**config.mk**
```make
export PLATFORM = sky130hd
export DESIGN_NAME = apb_arb_master_flat
export DESIGN_NICKNAME = d
export VERILOG_FILES = /design/src/rtl/apb_arb_master_if.sv /design/src/rtl/apb_arb_master.sv /design/src/flat_wrapper.sv
export SDC_FILE = /design/constraint.sdc
export NUM_CORES = 1
export LEC_CHECK = 0
export CAP_MARGIN = 15
export CORE_MARGIN = 1
export CORE_UTILIZATION = 35
export DETAILED_ROUTE_END_ITERATION = 6
export HOLD_SLACK_MARGIN = 0.05
export PLACE_DENSITY_LB_ADDON = 0.15
export SETUP_SLACK_MARGIN = 0.1
export SYNTH_ARGS = -nofsm -noshare
export SYNTH_HDL_FRONTEND = slang
export SYNTH_SLANG_ARGS = --single-unit
```
**constraint.sdc**
```tcl
create_clock -name PCLK -period 4.35 [get_ports PCLK]
set_clock_uncertainty 0.15 [all_clocks]
set_input_delay 0.435 -clock PCLK [delete_from_list [all_inputs] [get_ports PCLK]]
set_output_delay 0.435 -clock PCLK [all_outputs]
set_load 0.02 [all_outputs]
```
**src/rtl/apb_arb_master_if.sv**
```systemverilog
// Bundle between apb_arb_master and its environment: two requester ports,
// the response strobes and the APB master-side signals.
interface apb_arb_master_if #(
    parameter int ADDR_W = 8,
    parameter int DATA_W = 32
);
    logic [1:0]          req_valid;
    logic [1:0]          req_write;
    logic [2*ADDR_W-1:0] req_addr;
    logic [2*DATA_W-1:0] req_wdata;
    logic [1:0]          req_ready;

    logic [1:0]          rsp_valid;
    logic [DATA_W-1:0]   rsp_rdata;
    logic                rsp_err;

    logic                PSEL;
    logic                PENABLE;
    logic                PWRITE;
    logic [ADDR_W-1:0]   PADDR;
    logic [DATA_W-1:0]   PWDATA;
    logic [DATA_W-1:0]   PRDATA;
    logic                PREADY;

    modport master (
        input  req_valid, req_write, req_addr, req_wdata, PRDATA, PREADY,
        output req_ready, rsp_valid, rsp_rdata, rsp_err,
               PSEL, PENABLE, PWRITE, PADDR, PWDATA
    );

    modport slave (
        output req_valid, req_write, req_addr, req_wdata, PRDATA, PREADY,
        input  req_ready, rsp_valid, rsp_rdata, rsp_err,
               PSEL, PENABLE, PWRITE, PADDR, PWDATA
    );
endinterface

```
**src/rtl/apb_arb_master.sv**
```systemverilog
// Two-requester round-robin arbiter feeding a single APB master with a
// per-transfer wait-state timeout that reports an error response on abort.
module apb_arb_master #(
    parameter int ADDR_W  = 8,
    parameter int DATA_W  = 32,
    parameter int TIMEOUT = 16
) (
    input  logic             PCLK,
    input  logic             PRESETn,
    apb_arb_master_if.master bus
);
    typedef enum logic [1:0] {
        S_IDLE   = 2'd0,
        S_SETUP  = 2'd1,
        S_ACCESS = 2'd2
    } state_t;

    localparam logic [7:0] LP_TIMEOUT = 8'(TIMEOUT);

    state_t              r_state;
    state_t              w_state_nxt;

    logic                r_prio;
    logic                r_gnt;
    logic [ADDR_W-1:0]   r_paddr;
    logic [DATA_W-1:0]   r_pwdata;
    logic                r_pwrite;
    logic [7:0]          r_wait;
    logic [1:0]          r_rsp_valid;
    logic [DATA_W-1:0]   r_rsp_rdata;
    logic                r_rsp_err;

    logic                w_any;
    logic                w_gnt_idx;
    logic                w_accept;
    logic                w_done;
    logic                w_abort;
    logic [1:0]          w_req_ready;
    logic [7:0]          w_wait_inc;
    logic [ADDR_W-1:0]   w_sel_addr;
    logic [DATA_W-1:0]   w_sel_wdata;
    logic                w_sel_write;

    // r_prio names the requester that wins a tie; it flips away from every grant.
    always_comb begin
        w_any     = |bus.req_valid;
        w_gnt_idx = 1'b0;
        if (bus.req_valid == 2'b11) begin
            w_gnt_idx = r_prio;
        end else begin
            w_gnt_idx = bus.req_valid[1];
        end
        w_sel_addr  = w_gnt_idx ? bus.req_addr[2*ADDR_W-1:ADDR_W]  : bus.req_addr[ADDR_W-1:0];
        w_sel_wdata = w_gnt_idx ? bus.req_wdata[2*DATA_W-1:DATA_W] : bus.req_wdata[DATA_W-1:0];
        w_sel_write = w_gnt_idx ? bus.req_write[1]                 : bus.req_write[0];
    end

    always_comb begin
        w_state_nxt = r_state;
        w_accept    = 1'b0;
        w_done      = 1'b0;
        w_abort     = 1'b0;
        w_req_ready = 2'b00;
        w_wait_inc  = r_wait + 8'd1;
        case (r_state)
            S_IDLE: begin
                if (w_any && PRESETn) begin
                    w_accept    = 1'b1;
                    w_req_ready = {w_gnt_idx, ~w_gnt_idx};
                    w_state_nxt = S_SETUP;
                end
            end
            S_SETUP: begin
                w_state_nxt = S_ACCESS;
            end
            S_ACCESS: begin
                // A ready slave wins over a timeout landing in the same cycle.
                if (bus.PREADY) begin
                    w_done      = 1'b1;
                    w_state_nxt = S_IDLE;
                end else if (w_wait_inc == LP_TIMEOUT) begin
                    w_abort     = 1'b1;
                    w_state_nxt = S_IDLE;
                end
            end
            default: begin
                w_state_nxt = S_IDLE;
            end
        endcase
    end

    always_ff @(posedge PCLK) begin
        if (!PRESETn) begin
            r_state <= S_IDLE;
        end else begin
            r_state <= w_state_nxt;
        end
    end

    always_ff @(posedge PCLK) begin
        if (!PRESETn) begin
            r_prio      <= 1'b0;
            r_gnt       <= 1'b0;
            r_paddr     <= '0;
            r_pwdata    <= '0;
            r_pwrite    <= 1'b0;
            r_wait      <= 8'd0;
            r_rsp_valid <= 2'b00;
            r_rsp_rdata <= '0;
            r_rsp_err   <= 1'b0;
        end else begin
            r_rsp_valid <= 2'b00;
            r_rsp_err   <= 1'b0;

            if (w_accept) begin
                r_gnt    <= w_gnt_idx;
                r_prio   <= ~w_gnt_idx;
                r_paddr  <= w_sel_addr;
                r_pwdata <= w_sel_wdata;
                r_pwrite <= w_sel_write;
            end

            if (r_state == S_SETUP) begin
                r_wait <= 8'd0;
            end else if ((r_state == S_ACCESS) && !bus.PREADY) begin
                r_wait <= w_wait_inc;
            end

            if (w_done) begin
                r_rsp_valid <= {r_gnt, ~r_gnt};
                r_rsp_rdata <= r_pwrite ? '0 : bus.PRDATA;
            end else if (w_abort) begin
                r_rsp_valid <= {r_gnt, ~r_gnt};
                r_rsp_err   <= 1'b1;
                r_rsp_rdata <= '0;
            end
        end
    end

    assign bus.req_ready = w_req_ready;
    assign bus.rsp_valid = r_rsp_valid;
    assign bus.rsp_rdata = r_rsp_rdata;
    assign bus.rsp_err   = r_rsp_err;
    assign bus.PSEL      = (r_state != S_IDLE);
    assign bus.PENABLE   = (r_state == S_ACCESS);
    assign bus.PWRITE    = r_pwrite;
    assign bus.PADDR     = r_paddr;
    assign bus.PWDATA    = r_pwdata;

    a_ready_only_idle: assert property (@(posedge PCLK) disable iff (!PRESETn)
        (bus.req_ready == 2'b00) || (r_state == S_IDLE));
    a_rsp_onehot: assert property (@(posedge PCLK) disable iff (!PRESETn)
        $onehot0(bus.rsp_valid));
    a_enable_needs_sel: assert property (@(posedge PCLK) disable iff (!PRESETn)
        !bus.PENABLE || bus.PSEL);
endmodule
```
**src/flat_wrapper.sv**
```systemverilog
// flat-port wrapper written by rule: the top's interface ports become plain ports
module apb_arb_master_flat 
#(
    parameter int ADDR_W  = 8,
    parameter int DATA_W  = 32,
    parameter int TIMEOUT = 16
)
  (PCLK, PRESETn, bus_req_valid, bus_req_write, bus_req_addr, bus_req_wdata, bus_PRDATA, bus_PREADY, bus_req_ready, bus_rsp_valid, bus_rsp_rdata, bus_rsp_err, bus_PSEL, bus_PENABLE, bus_PWRITE, bus_PADDR, bus_PWDATA);
  apb_arb_master_if #(.ADDR_W(ADDR_W), .DATA_W(DATA_W)) bus_i ();
  input  logic PCLK;
  input  logic PRESETn;
  input wire logic [$bits(bus_i.req_valid)-1:0] bus_req_valid;
  input wire logic [$bits(bus_i.req_write)-1:0] bus_req_write;
  input wire logic [$bits(bus_i.req_addr)-1:0] bus_req_addr;
  input wire logic [$bits(bus_i.req_wdata)-1:0] bus_req_wdata;
  input wire logic [$bits(bus_i.PRDATA)-1:0] bus_PRDATA;
  input wire logic [$bits(bus_i.PREADY)-1:0] bus_PREADY;
  output wire logic [$bits(bus_i.req_ready)-1:0] bus_req_ready;
  output wire logic [$bits(bus_i.rsp_valid)-1:0] bus_rsp_valid;
  output wire logic [$bits(bus_i.rsp_rdata)-1:0] bus_rsp_rdata;
  output wire logic [$bits(bus_i.rsp_err)-1:0] bus_rsp_err;
  output wire logic [$bits(bus_i.PSEL)-1:0] bus_PSEL;
  output wire logic [$bits(bus_i.PENABLE)-1:0] bus_PENABLE;
  output wire logic [$bits(bus_i.PWRITE)-1:0] bus_PWRITE;
  output wire logic [$bits(bus_i.PADDR)-1:0] bus_PADDR;
  output wire logic [$bits(bus_i.PWDATA)-1:0] bus_PWDATA;
  assign bus_i.req_valid = bus_req_valid;
  assign bus_i.req_write = bus_req_write;
  assign bus_i.req_addr = bus_req_addr;
  assign bus_i.req_wdata = bus_req_wdata;
  assign bus_i.PRDATA = bus_PRDATA;
  assign bus_i.PREADY = bus_PREADY;
  assign bus_req_ready = bus_i.req_ready;
  assign bus_rsp_valid = bus_i.rsp_valid;
  assign bus_rsp_rdata = bus_i.rsp_rdata;
  assign bus_rsp_err = bus_i.rsp_err;
  assign bus_PSEL = bus_i.PSEL;
  assign bus_PENABLE = bus_i.PENABLE;
  assign bus_PWRITE = bus_i.PWRITE;
  assign bus_PADDR = bus_i.PADDR;
  assign bus_PWDATA = bus_i.PWDATA;
  apb_arb_master #(.ADDR_W(ADDR_W), .DATA_W(DATA_W), .TIMEOUT(TIMEOUT)) u_core (.PCLK(PCLK), .PRESETn(PRESETn), .bus(bus_i));
endmodule
```
==> flow_metrics.py <==
metrics = {
    "status": {
        "status": "finished clean",
    },
    "worst_hold_path": {
        "holdPathStages": 2,
        "hold_path_end": "u_core.r_state[0]",
        "holdCritStartpoint": "PRESETn",
        "hold_class": "primary input to flop",
    },
    "setup_path": {
        "startpoint_type": "primary input",
        "r2r_start": "u_core.r_wait[0]",
        "path_class": "primary input to output port",
        "cp.buffers_inverters": 2,
        "required_ns": 3.76,
        "crit_family": "buffers and inverters",
        "worstPathArrival_ns": 2.31,
        "endpoint_kind": "output port",
        "r2r-end": "u_core.bus.rsp_valid[0]",
        "worstPathCellList": "clkdlybuf4s50_1 > nor2_1 > nor3b_4 > nor2b_1 > clkdlybuf4s50_1",
        "critPathMaxFanout": 9,
        "r2r_slack_ns": 2.07,
        "cpMostUsedCell": "clkdlybuf4s50_1",
        "r2r_cells": 6,
        "crit_slowest_cell": "clkdlybuf4s50_1",
        "critPathMaxStageDelay_ns": 0.64,
    },
    "cells_and_area": {
        "drive_gt1_share_pct": 10.19,
        "final_common_cell": "clkdlybuf4s50_1",
        "fin_cells": 729,
        "nFillCells": 1002,
        "layout_common_cells": "clkdlybuf4s50_1, dfxtp_1, nand2_1, mux2i_1, o211a_1",
        "antenna_cells": 0,
        "area_delta_synth_final_pct": 58.73,
        "layout.nets": 704,
        "final_util_pct": 57.73,
    },
    "clock_tree": {
        "cts_hold_buf": 0,
        "clockBufferDepth": 2,
        "cts_buffers": 9,
        "htreeDepth": 3,
        "cts_tree": "yes",
        "cts-root-buf": "clkbuf_16",
        "clock_sinks": 88,
        "path_clk_slew_ns": 0.06,
        "post_cts_buffers": 0,
        "clock_latency_ns": 0.33,
        "cts_resized": 0,
    },
    "synth": {
        "ys.warnings.count": 0,
        "synth_flop_cell": "dfxtp_1",
        "ys_async_sr_fraction_pct": 0,
        "synthMuxAreaShare_pct": 10.82,
        "ys_types": 34,
        "syn-num-nets": 522,
        "synth_top_family_by_area": "compound AO/OA/AOI/OAI gates",
        "synthCells": 402,
        "postSynthAreaPerCell_um2": 9.894,
        "netlist_area_mm2": 0.003978,
        "synth_compound_area_share_pct": 24.79,
        "yosys.area_share.simple_pct": 13.15,
        "synth-seq-area-share_pct": 44.29,
        "synth.area.top_cells": "dfxtp_1, mux2i_1, o211a_1",
        "synthAdderAreaFrac_pct": 0.3146,
        "synth_top_area_share_pct": 44.29,
        "synthXorXnorAreaFrac_pct": 1.541,
        "synth-seq-cells": 88,
        "yosys.area.top_type": "dfxtp_1",
        "synth-edff-count": 0,
    },
    "sta": {
        "post-route-min-period_ns": 2.895,
        "worst_slack_ns": 1.455,
        "max_freq_mhz": 345.4,
        "relSlewSlack_pct": 44.69,
        "drv_slew": 0,
        "fin_setup_tns_ns": 0,
        "holdWs_ns": 0.2833,
        "rsz0062_at_grt": "no",
        "tightest_slew_ns": 0.8297,
        "setup-violations-final": 0,
        "hold_violations": 0,
        "finalCritPeriodShare_pct": 66.55,
    },
    "die": {
        "die_h_um": 108.6,
        "die-area_mm2": 0.01180,
        "coreArea_mm2": 0.01094,
        "initial_core_util_pct": 36.37,
        "die_w_um": 108.6,
        "io-pin-count": 199,
        "rows": 38,
    },
    "grt": {
        "grt_pass1_vias": 3472,
        "gr-total-overflow": 0,
        "grt_pass1_wl_um": 16270,
        "grt_max_degree": 83,
        "gr-usage-all-layers_pct": 17.72,
        "antenna_found_initial": 0,
    },
    "place": {
        "portBuffers": 198,
        "dp.final_hpwl_um": 7483,
        "dp.cells": 713,
        "pre_cts_slack_ns": 1.468,
        "gp_congestion": 0.7653,
    },
    "detailed_routing": {
        "wl_per_cell_um": 14.28,
        "drc": 0,
        "vias": 3628,
        "dr.pass1.iters": 4,
        "ant_nets": 0,
        "vias_per_cell": 4.977,
        "drtIter0Drc": 150,
        "wl_um": 10410,
    },
    "flow_run": {
        "maxCapViolCount": 0,
    },
    "power": {
        "p_per_area_mw_per_mm2": 349.4,
        "p_leak_nw": 2.806,
        "ir_worst_vdd_v": 0.0001627,
    },
}
==> worst max path at each step <==
stage                                   to  slack [ns]  cells after the start         startpoint
after floorplan           bus_req_ready[0]        2.24                      5  u_core.r_state[0]
after global placement    bus_req_ready[1]        1.50                      5   bus_req_valid[1]
after detailed placement  bus_req_ready[1]        1.47                      5   bus_req_valid[1]
after CTS                 bus_req_ready[1]        1.45                      5   bus_req_valid[1]
after global routing      bus_req_ready[1]        1.33                      5   bus_req_valid[1]
final                     bus_req_ready[1]        1.45                      5   bus_req_valid[1]
==> registers in the layout (all words and copies together), names as in the netlist <==
register / count
u_core.bus.PWDATA: 32
u_core.bus.rsp_rdata: 32
u_core.bus.PADDR: 8
u_core.r_wait: 8
u_core.bus.rsp_valid: 2
u_core.r_state: 2
u_core.bus.PWRITE: 1
u_core.bus.rsp_err: 1
u_core.r_gnt: 1
u_core.r_prio: 1
==> synth_stat cells (all sizes together), types with 2 or more instances <==
| library cell | n |
|---|---|
| dfxtp | 88 |
| nand2 | 79 |
| mux2i | 43 |
| o211a | 41 |
| o21ai | 36 |
| a22oi | 32 |
| buf | 20 |
| nor2 | 14 |
| clkbuf | 12 |
| nand3 | 4 |
| nor2b | 4 |
| xor2 | 4 |
| nor3b | 3 |
| xnor2 | 3 |
| and4 | 2 |
| inv | 2 |
| nand2b | 2 |
| nand4 | 2 |
| or2b | 2 |
==> routing by layer <==
layer	vias up	wire length, µm	share of wire [%]	global-route usage [%]
met2	156	4789	46	29.43
met5	-	0	0	0
met3	15	1169	11	7.173
li1	1816	-	-	-
met4	0	196	1.9	7.239
met1	1641	4251	41	20.09
==> through the flow <==
step,instance area [µm²],power (mW)
finish,6314,2.206
global route,6314,2.303
CTS,6314,2.235
detailed placement,5991,1.398
global placement,5991,1.392
floorplan,3978,1.151
==> worst reg2reg max path, cell delays in order, from the launching register on <==
cell,delay [ns]
dfxtp_1,0.39
ha_1,0.23
and4_1,0.26
o2111a_1,0.22
o2111ai_2,0.19
nand2b_4,0.49
nor3b_2,0.27
==> report_power, final <==
group / internal, mW / total [mW] / leakage (nW) / switching, mW
combinational: 0.260 / 0.477 / 1.94 / 0.217
sequential: 0.863 / 0.899 / 0.719 / 0.0357
clock: 0.518 / 0.830 / 0.152 / 0.312
==> logic make-up (layout without fill, tap and decap cells) <==
group	after synthesis	in the layout
multiplexers	43	43
flip-flops	88	88
XOR/XNOR	7	7
buffers and inverters	34	221
adder cells (fa/ha/maj)	1	1
AND/OR/NAND/NOR	116	116
AO/OA/AOI/OAI	113	113
==> cell type report <==
| cell class | instances | area, µm² | share of cell area (%) |
|---|---|---|---|
| Clock buffer | 11 | 242.7 | 3.845 |
| Clock inverter | 5 | 80.08 | 1.268 |
| Inverter | 2 | 7.507 | 0.1189 |
| Multi-Input combinational cell | 280 | 2032 | 32.18 |
| Sequential cell | 88 | 1762 | 27.90 |
| Tap cell | 140 | 175.2 | 2.774 |
| Timing Repair Buffer | 203 | 2014 | 31.91 |
(Power assumes the default switching activity.)
